## src/rtl/duc_mixer_stream_if.sv

```systemverilog
// Sample/LO input stream, mixed output stream and saturation statistics of duc_mixer_stream.
interface duc_mixer_stream_if #(
    parameter int unsigned WIDTH    = 16,
    parameter int unsigned LO_WIDTH = 18
);
    logic signed [WIDTH-1:0]    i_inph_data;
    logic signed [WIDTH-1:0]    i_quad_data;
    logic signed [LO_WIDTH-1:0] i_cos;
    logic signed [LO_WIDTH-1:0] i_sin;
    logic                       i_valid;
    logic                       o_ready;
    logic [1:0]                 i_mode;
    logic                       i_sat_clear;
    logic signed [WIDTH-1:0]    o_inph_data;
    logic signed [WIDTH-1:0]    o_quad_data;
    logic                       o_valid;
    logic                       i_ready;
    logic [15:0]                o_sat_count;
    logic                       o_sat_flag;

    modport master (
        output i_inph_data, i_quad_data, i_cos, i_sin, i_valid, i_mode, i_sat_clear, i_ready,
        input  o_ready, o_inph_data, o_quad_data, o_valid, o_sat_count, o_sat_flag
    );

    modport slave (
        input  i_inph_data, i_quad_data, i_cos, i_sin, i_valid, i_mode, i_sat_clear, i_ready,
        output o_ready, o_inph_data, o_quad_data, o_valid, o_sat_count, o_sat_flag
    );
endinterface

```

## src/rtl/duc_mixer_stream.sv

```systemverilog
// Complex LO mixer: 4-stage register/multiply/add/round-saturate pipeline with
// global stall on output backpressure and sticky saturation statistics.
module duc_mixer_stream #(
    parameter int unsigned WIDTH      = 16,
    parameter int unsigned LO_WIDTH   = 18,
    parameter int unsigned GAIN_SHIFT = 1
) (
    input  logic              i_clock,
    input  logic              i_reset,
    duc_mixer_stream_if.slave bus
);
    localparam int unsigned PW = WIDTH + LO_WIDTH;
    localparam int unsigned SW = PW + 1;
    localparam int unsigned S  = LO_WIDTH - 1 - GAIN_SHIFT;
    localparam logic signed [SW-1:0] HALF = SW'(64'd1 << (S - 1));
    localparam logic signed [SW-1:0] MAXV = SW'((64'd1 << (WIDTH - 1)) - 64'd1);
    localparam logic signed [SW-1:0] MINV = ~MAXV;

    logic                       adv;
    logic                       v1_q, v1_d, v2_q, v2_d, v3_q, v3_d, v4_q, v4_d;
    logic signed [WIDTH-1:0]    i1_q, i1_d, q1_q, q1_d;
    logic signed [LO_WIDTH-1:0] cos1_q, cos1_d, sin1_q, sin1_d;
    logic [1:0]                 mode1_q, mode1_d;
    logic signed [PW-1:0]       p_ic_q, p_ic_d, p_qs_q, p_qs_d, p_qc_q, p_qc_d, p_is_q, p_is_d;
    logic                       neg2_q, neg2_d;
    logic signed [SW-1:0]       sum_i_q, sum_i_d, sum_q_q, sum_q_d;
    logic signed [SW-1:0]       rnd_i, rnd_q;
    logic signed [WIDTH-1:0]    out_i_q, out_i_d, out_q_q, out_q_d;
    logic                       sat4_q, sat4_d;
    logic [15:0]                cnt_q, cnt_d;
    logic                       flag_q, flag_d;

    function automatic logic signed [WIDTH-1:0] clamp(input logic signed [SW-1:0] v);
        if (v > MAXV) return WIDTH'(MAXV);
        if (v < MINV) return WIDTH'(MINV);
        return WIDTH'(v);
    endfunction

    assign adv             = !v4_q || bus.i_ready;
    assign bus.o_ready     = adv;
    assign bus.o_valid     = v4_q;
    assign bus.o_inph_data = out_i_q;
    assign bus.o_quad_data = out_q_q;
    assign bus.o_sat_count = cnt_q;
    assign bus.o_sat_flag  = flag_q;

    // Bypass reuses the datapath: I<<S passes rounding unchanged and can never clip.
    always_comb begin
        v1_d    = v1_q;    v2_d    = v2_q;    v3_d    = v3_q;    v4_d    = v4_q;
        i1_d    = i1_q;    q1_d    = q1_q;    cos1_d  = cos1_q;  sin1_d  = sin1_q;
        mode1_d = mode1_q; neg2_d  = neg2_q;
        p_ic_d  = p_ic_q;  p_qs_d  = p_qs_q;  p_qc_d  = p_qc_q;  p_is_d  = p_is_q;
        sum_i_d = sum_i_q; sum_q_d = sum_q_q;
        out_i_d = out_i_q; out_q_d = out_q_q; sat4_d  = sat4_q;
        cnt_d   = cnt_q;   flag_d  = flag_q;
        rnd_i   = (sum_i_q + HALF) >>> S;
        rnd_q   = (sum_q_q + HALF) >>> S;

        if (adv) begin
            v1_d = bus.i_valid;
            if (bus.i_valid) begin
                i1_d    = bus.i_inph_data;
                q1_d    = bus.i_quad_data;
                cos1_d  = bus.i_cos;
                sin1_d  = bus.i_sin;
                mode1_d = bus.i_mode;
            end
            v2_d = v1_q;
            if (v1_q) begin
                neg2_d = (mode1_q == 2'b01);
                if (mode1_q[1]) begin
                    p_ic_d = PW'(i1_q) <<< S;
                    p_qc_d = PW'(q1_q) <<< S;
                    p_qs_d = '0;
                    p_is_d = '0;
                end else begin
                    p_ic_d = PW'(i1_q) * PW'(cos1_q);
                    p_qs_d = PW'(q1_q) * PW'(sin1_q);
                    p_qc_d = PW'(q1_q) * PW'(cos1_q);
                    p_is_d = PW'(i1_q) * PW'(sin1_q);
                end
            end
            v3_d = v2_q;
            if (v2_q) begin
                sum_i_d = neg2_q ? SW'(p_ic_q) + SW'(p_qs_q) : SW'(p_ic_q) - SW'(p_qs_q);
                sum_q_d = neg2_q ? SW'(p_qc_q) - SW'(p_is_q) : SW'(p_qc_q) + SW'(p_is_q);
            end
            v4_d = v3_q;
            if (v3_q) begin
                out_i_d = clamp(rnd_i);
                out_q_d = clamp(rnd_q);
                sat4_d  = (rnd_i > MAXV) || (rnd_i < MINV) || (rnd_q > MAXV) || (rnd_q < MINV);
            end
        end

        // Clear wins over an event landing in the same cycle.
        if (bus.i_sat_clear) begin
            cnt_d  = '0;
            flag_d = 1'b0;
        end else if (v4_q && bus.i_ready && sat4_q) begin
            flag_d = 1'b1;
            if (cnt_q != 16'hFFFF) cnt_d = cnt_q + 16'd1;
        end
    end

    always_ff @(posedge i_clock or posedge i_reset) begin
        if (i_reset) begin
            v1_q    <= 1'b0; v2_q    <= 1'b0; v3_q    <= 1'b0; v4_q    <= 1'b0;
            i1_q    <= '0;   q1_q    <= '0;   cos1_q  <= '0;   sin1_q  <= '0;
            mode1_q <= '0;   neg2_q  <= 1'b0;
            p_ic_q  <= '0;   p_qs_q  <= '0;   p_qc_q  <= '0;   p_is_q  <= '0;
            sum_i_q <= '0;   sum_q_q <= '0;
            out_i_q <= '0;   out_q_q <= '0;   sat4_q  <= 1'b0;
            cnt_q   <= '0;   flag_q  <= 1'b0;
        end else begin
            v1_q    <= v1_d;    v2_q    <= v2_d;    v3_q    <= v3_d;    v4_q    <= v4_d;
            i1_q    <= i1_d;    q1_q    <= q1_d;    cos1_q  <= cos1_d;  sin1_q  <= sin1_d;
            mode1_q <= mode1_d; neg2_q  <= neg2_d;
            p_ic_q  <= p_ic_d;  p_qs_q  <= p_qs_d;  p_qc_q  <= p_qc_d;  p_is_q  <= p_is_d;
            sum_i_q <= sum_i_d; sum_q_q <= sum_q_d;
            out_i_q <= out_i_d; out_q_q <= out_q_d; sat4_q  <= sat4_d;
            cnt_q   <= cnt_d;   flag_q  <= flag_d;
        end
    end
endmodule

```

## src/flat_wrapper.sv

```systemverilog
// flat-port wrapper written by rule: the top's interface ports become plain ports
module duc_mixer_stream_flat 
#(
    parameter int unsigned WIDTH      = 16,
    parameter int unsigned LO_WIDTH   = 18,
    parameter int unsigned GAIN_SHIFT = 1
)
  (i_clock, i_reset, bus_i_inph_data, bus_i_quad_data, bus_i_cos, bus_i_sin, bus_i_valid, bus_i_mode, bus_i_sat_clear, bus_i_ready, bus_o_ready, bus_o_inph_data, bus_o_quad_data, bus_o_valid, bus_o_sat_count, bus_o_sat_flag);
  duc_mixer_stream_if #(.WIDTH(WIDTH), .LO_WIDTH(LO_WIDTH)) bus_i ();
  input  logic i_clock;
  input  logic i_reset;
  input wire logic [$bits(bus_i.i_inph_data)-1:0] bus_i_inph_data;
  input wire logic [$bits(bus_i.i_quad_data)-1:0] bus_i_quad_data;
  input wire logic [$bits(bus_i.i_cos)-1:0] bus_i_cos;
  input wire logic [$bits(bus_i.i_sin)-1:0] bus_i_sin;
  input wire logic [$bits(bus_i.i_valid)-1:0] bus_i_valid;
  input wire logic [$bits(bus_i.i_mode)-1:0] bus_i_mode;
  input wire logic [$bits(bus_i.i_sat_clear)-1:0] bus_i_sat_clear;
  input wire logic [$bits(bus_i.i_ready)-1:0] bus_i_ready;
  output wire logic [$bits(bus_i.o_ready)-1:0] bus_o_ready;
  output wire logic [$bits(bus_i.o_inph_data)-1:0] bus_o_inph_data;
  output wire logic [$bits(bus_i.o_quad_data)-1:0] bus_o_quad_data;
  output wire logic [$bits(bus_i.o_valid)-1:0] bus_o_valid;
  output wire logic [$bits(bus_i.o_sat_count)-1:0] bus_o_sat_count;
  output wire logic [$bits(bus_i.o_sat_flag)-1:0] bus_o_sat_flag;
  assign bus_i.i_inph_data = bus_i_inph_data;
  assign bus_i.i_quad_data = bus_i_quad_data;
  assign bus_i.i_cos = bus_i_cos;
  assign bus_i.i_sin = bus_i_sin;
  assign bus_i.i_valid = bus_i_valid;
  assign bus_i.i_mode = bus_i_mode;
  assign bus_i.i_sat_clear = bus_i_sat_clear;
  assign bus_i.i_ready = bus_i_ready;
  assign bus_o_ready = bus_i.o_ready;
  assign bus_o_inph_data = bus_i.o_inph_data;
  assign bus_o_quad_data = bus_i.o_quad_data;
  assign bus_o_valid = bus_i.o_valid;
  assign bus_o_sat_count = bus_i.o_sat_count;
  assign bus_o_sat_flag = bus_i.o_sat_flag;
  duc_mixer_stream #(.WIDTH(WIDTH), .LO_WIDTH(LO_WIDTH), .GAIN_SHIFT(GAIN_SHIFT)) u_core (.i_clock(i_clock), .i_reset(i_reset), .bus(bus_i));
endmodule
```

## config.mk

```make
export PLATFORM = sky130hd
export DESIGN_NAME = duc_mixer_stream_flat
export DESIGN_NICKNAME = d
export VERILOG_FILES = /design/src/rtl/duc_mixer_stream_if.sv /design/src/rtl/duc_mixer_stream.sv /design/src/flat_wrapper.sv
export SDC_FILE = /design/constraint.sdc
export NUM_CORES = 2
export LEC_CHECK = 0
export ABC_AREA = 1
export CAP_MARGIN = 20
export CORE_UTILIZATION = 40
export DETAILED_ROUTE_END_ITERATION = 8
export GPL_TIMING_DRIVEN = 0
export SLEW_MARGIN = 10
export SYNTH_ARGS = -nofsm -noshare
export SYNTH_HDL_FRONTEND = slang
export SYNTH_SLANG_ARGS = --single-unit
```

## constraint.sdc

```tcl
create_clock -name i_clock -period 12.8 [get_ports i_clock]
set_clock_uncertainty 0.15 [all_clocks]
set_input_delay 1.28 -clock i_clock [delete_from_list [all_inputs] [get_ports i_clock]]
set_output_delay 1.28 -clock i_clock [all_outputs]
set_load 0.02 [all_outputs]
```

==> flow_metrics.py <==
metrics = {
    "critical_path": {
        "r2r_start": "u_core.i1_q[3]",
        "endpoint_kind": "flop",
        "worstRegToRegCells": 23,
        "worstSetupStartpoint": "u_core.i1_q[3]",
        "path_class": "flop to flop",
        "cp-endpoint": "u_core.p_ic_q[33]",
        "critical_path_arrival_ns": 8.69,
        "regToRegEndpoint": "u_core.p_ic_q[33]",
        "r2r_slack_ns": 4.47,
        "crit_required_ns": 13.16,
        "setup.worst_path.start_class": "flop",
        "crit_fanout": 10,
    },
    "cts": {
        "path_clk_slew_ns": 0.06,
        "cts_setup_buffers": 0,
        "cts_tree": "built",
        "clock_latency_ns": 0.65,
        "cts_buffer_depth": 3,
        "postCtsHoldBufs": 0,
        "cts_sinks": 301,
        "cts_resized": 0,
        "numCtsBuffers": 40,
        "htree_levels": 2,
        "root_buffer": "clkbuf_16",
    },
    "timing": {
        "finalSetupViolCount": 0,
        "period_share_pct": 65.05,
        "period_needed_ns": 8.327,
        "drv_slew": 0,
        "max_freq_mhz": 120.1,
        "tightest_slew_ns": 1.295,
        "finalHoldViolCount": 0,
        "max_slew_margin_pct": 13.65,
        "rsz0062_at_grt": "no",
    },
    "layout": {
        "drive_gt1_share_pct": 2.365,
        "syn_to_final_growth_pct": 8.705,
        "design.final.nets": 10670,
        "design_area_sq_um": 71020,
        "final_util_pct": 44.03,
        "n_fill_cell": 16742,
    },
    "grt": {
        "grt_max_degree": 106,
        "grt_use_total_pct": 32.60,
        "grtUsageMet3_pct": 7.863,
        "grt_util_met2_pct": 49.39,
        "use_met1_pct": 42.41,
        "globalRouteOverflowTotal": 0,
        "grt_pass1_wl_mm": 387.1,
        "grt_most_used_layer": "met2",
        "antenna_found_initial": 14,
        "grt_pass1_vias": 58557,
    },
    "synth": {
        "netlist-cell-type-count": 47,
        "synth_fp_nets": 10482,
        "synth_mux_area_share_pct": 0.9653,
        "ys_ff_latch": 301,
        "yosysSeqAreaShare_pct": 11.53,
        "netlist_area_sq_um": 65330,
        "yosys_warnings": 0,
        "synth_edf_count": 0,
        "ys.flop_type": "dfrtp_1",
        "synthArstFlopShare_pct": 100.0,
        "yosys.area_share.simple_pct": 20.64,
        "synth_xor_area_share_pct": 2.011,
        "syn_area_per_cell_sq_um": 7.397,
        "syn_inst": 8832,
        "synth_top_family_by_area": "adder cells",
        "synth-compound-area-share_pct": 6.121,
        "yosys.area_share.adder_pct": 43.49,
    },
    "routing": {
        "drt-initial-drc-count": 5503,
        "wl_mm": 264.3,
        "dr_total_vias": 58077,
        "avgRoutedWirePerCell_um": 23.57,
        "routed_via_density": 5.180,
        "drc": 0,
        "drt_first_pass_iters": 6,
        "ant_nets": 0,
    },
    "die": {
        "core_area_sq_um": 161300,
        "initial_utilization_pct": 40.50,
        "ios": 126,
        "die_h_um": 406.1,
        "row_count": 147,
        "die-area_sq_um": 164900,
        "die_x_um": 406.1,
    },
    "placement": {
        "dp_hpwl_mm": 225.2,
        "numPortBuffers": 124,
        "post_dp_cell_area_sq_um": 69630,
        "routabilityCongestion": 1.030,
    },
    "worst_hold_path": {
        "hold_class": "flop to flop",
    },
    "run": {
        "maxCapViolCount": 0,
    },
    "status": {
        "status": "completed",
    },
}
kinds of logic after synthesis:
kind of cell / after synthesis
flip-flops: 301
buffers and inverters: 2648
AND/OR/NAND/NOR: 3371
multiplexers: 56
XOR/XNOR: 150
adder cells (fa/ha/maj): 1575
AO/OA/AOI/OAI: 731
cells in the mapped netlist, types with 56 or more instances:
cell / count / area [sq um]
inv_1: 2303 / 8645
nand2_1: 2214 / 8310
nor2_1: 671 / 2519
fa_1: 1160 / 23220
nor3_1: 74 / 370.4
ha_1: 415 / 5192
dfrtp_1: 301 / 7532
nand4_1: 65 / 406.6
buf_1: 65 / 244.0
o21ai_0: 266 / 1331
a21oi_1: 297 / 1486
xor2_1: 114 / 998.5
nand3_1: 283 / 1416
mux2_2: 56 / 630.6
clkbuf_1: 255 / 957.2
cell type report:
type	instances	area (sq um)	area share, %
Clock buffer	57	1166	1.642
Antenna cell	1	2.502	0.003524
Timing Repair Buffer	146	1583	2.229
Inverter	2317	8705	12.26
Tap cell	2160	2703	3.806
Clock inverter	15	201.4	0.2837
Multi-Input combinational cell	5883	47840	67.37
Buffer	331	1282	1.806
Sequential cell	301	7532	10.61
cells in the final DEF, fill, tap and decap left out, types with 11 or more instances in the layout:
cell	netlist	final
clkdlybuf4s50_1	0	124
nand4_1	65	65
clkbuf_1	255	246
a21o_1	11	11
buf_1	65	63
o22ai_1	15	15
clkbuf_16	0	41
a21oi_1	297	297
inv_1	2303	2302
inv_2	11	11
ha_1	415	415
o21ai_0	266	266
buf_8	0	12
nor3_1	74	74
dfrtp_1	301	301
o21bai_1	35	35
o21a_1	15	15
nor2_1	671	671
mux2_2	56	56
nand3_1	283	283
a31oi_1	19	19
o211ai_1	11	11
nand2_1	2214	2214
or2_2	11	11
xnor2_1	36	36
clkbuf_2	0	17
buf_2	10	12
xor2_1	114	114
fa_1	1160	1160
o21ai_1	30	30
nand3b_1	20	20
critical path, stage by stage (launching register included):
cell and delay [ns]:
dfrtp_1 0.38, clkbuf_1 0.82, buf_1 0.78, nand2_1 0.15, inv_1 0.11, fa_1 0.56, fa_1 1.00, fa_1 0.56
fa_1 0.57, fa_1 0.51, inv_1 0.05, fa_1 0.56, inv_1 0.06, ha_1 0.45, nand2_1 0.19, nor2_1 0.26
inv_1 0.10, nor3_1 0.17, nand2_1 0.07, nand2_1 0.09, inv_1 0.04, nand2_1 0.05, nand3_1 0.27, a21oi_1 0.24
worst min-delay path by stage:
stage,start,end,slack (ns),cells after the start
2_1_floorplan,u_core.v3_q,u_core.bus.o_valid,0.28,2
4_1_cts,u_core.v3_q,u_core.bus.o_valid,0.32,2
3_3_place_gp,u_core.v3_q,u_core.bus.o_valid,0.30,2
3_5_place_dp,u_core.v3_q,u_core.bus.o_valid,0.31,2
6_report,u_core.v3_q,u_core.bus.o_valid,0.32,2
5_1_grt,u_core.v3_q,u_core.bus.o_valid,0.34,2
flip-flops by register name (all words and copies together) (netlist names), 2 cells and up:
name / count
u_core.i1_q: 16
u_core.bus.o_sat_count: 16
u_core.bus.o_inph_data: 16
u_core.p_is_q: 34
u_core.p_ic_q: 34
u_core.sum_i_q: 20
u_core.p_qs_q: 34
u_core.mode1_q: 2
u_core.sum_q_q: 20
u_core.bus.o_quad_data: 16
u_core.sin1_q: 18
u_core.p_qc_q: 34
u_core.q1_q: 16
u_core.cos1_q: 18
routing by layer:
layer	part of all wire (%)	vias to the layer above
li1	-	26267
met1	40	28567
met2	43	2712
met3	9.7	515
met4	7.0	16
met5	0.11	-
stage by stage:
step,hold WS [ns],setup TNS (ns),std cells,setup WS (ns)
detailed placement,0.3075,0,11137,4.698
CTS,0.3223,0,11209,4.617
global route,0.3435,0,11210,4.355
finish,0.3228,0,11211,4.473
floorplan,0.2817,0,8832,3.052
global placement,0.3043,-529.69,11116,-1.835
Power is not shown: default switching activity piles up to over one toggle a cycle in this logic, so the estimate is an artifact.
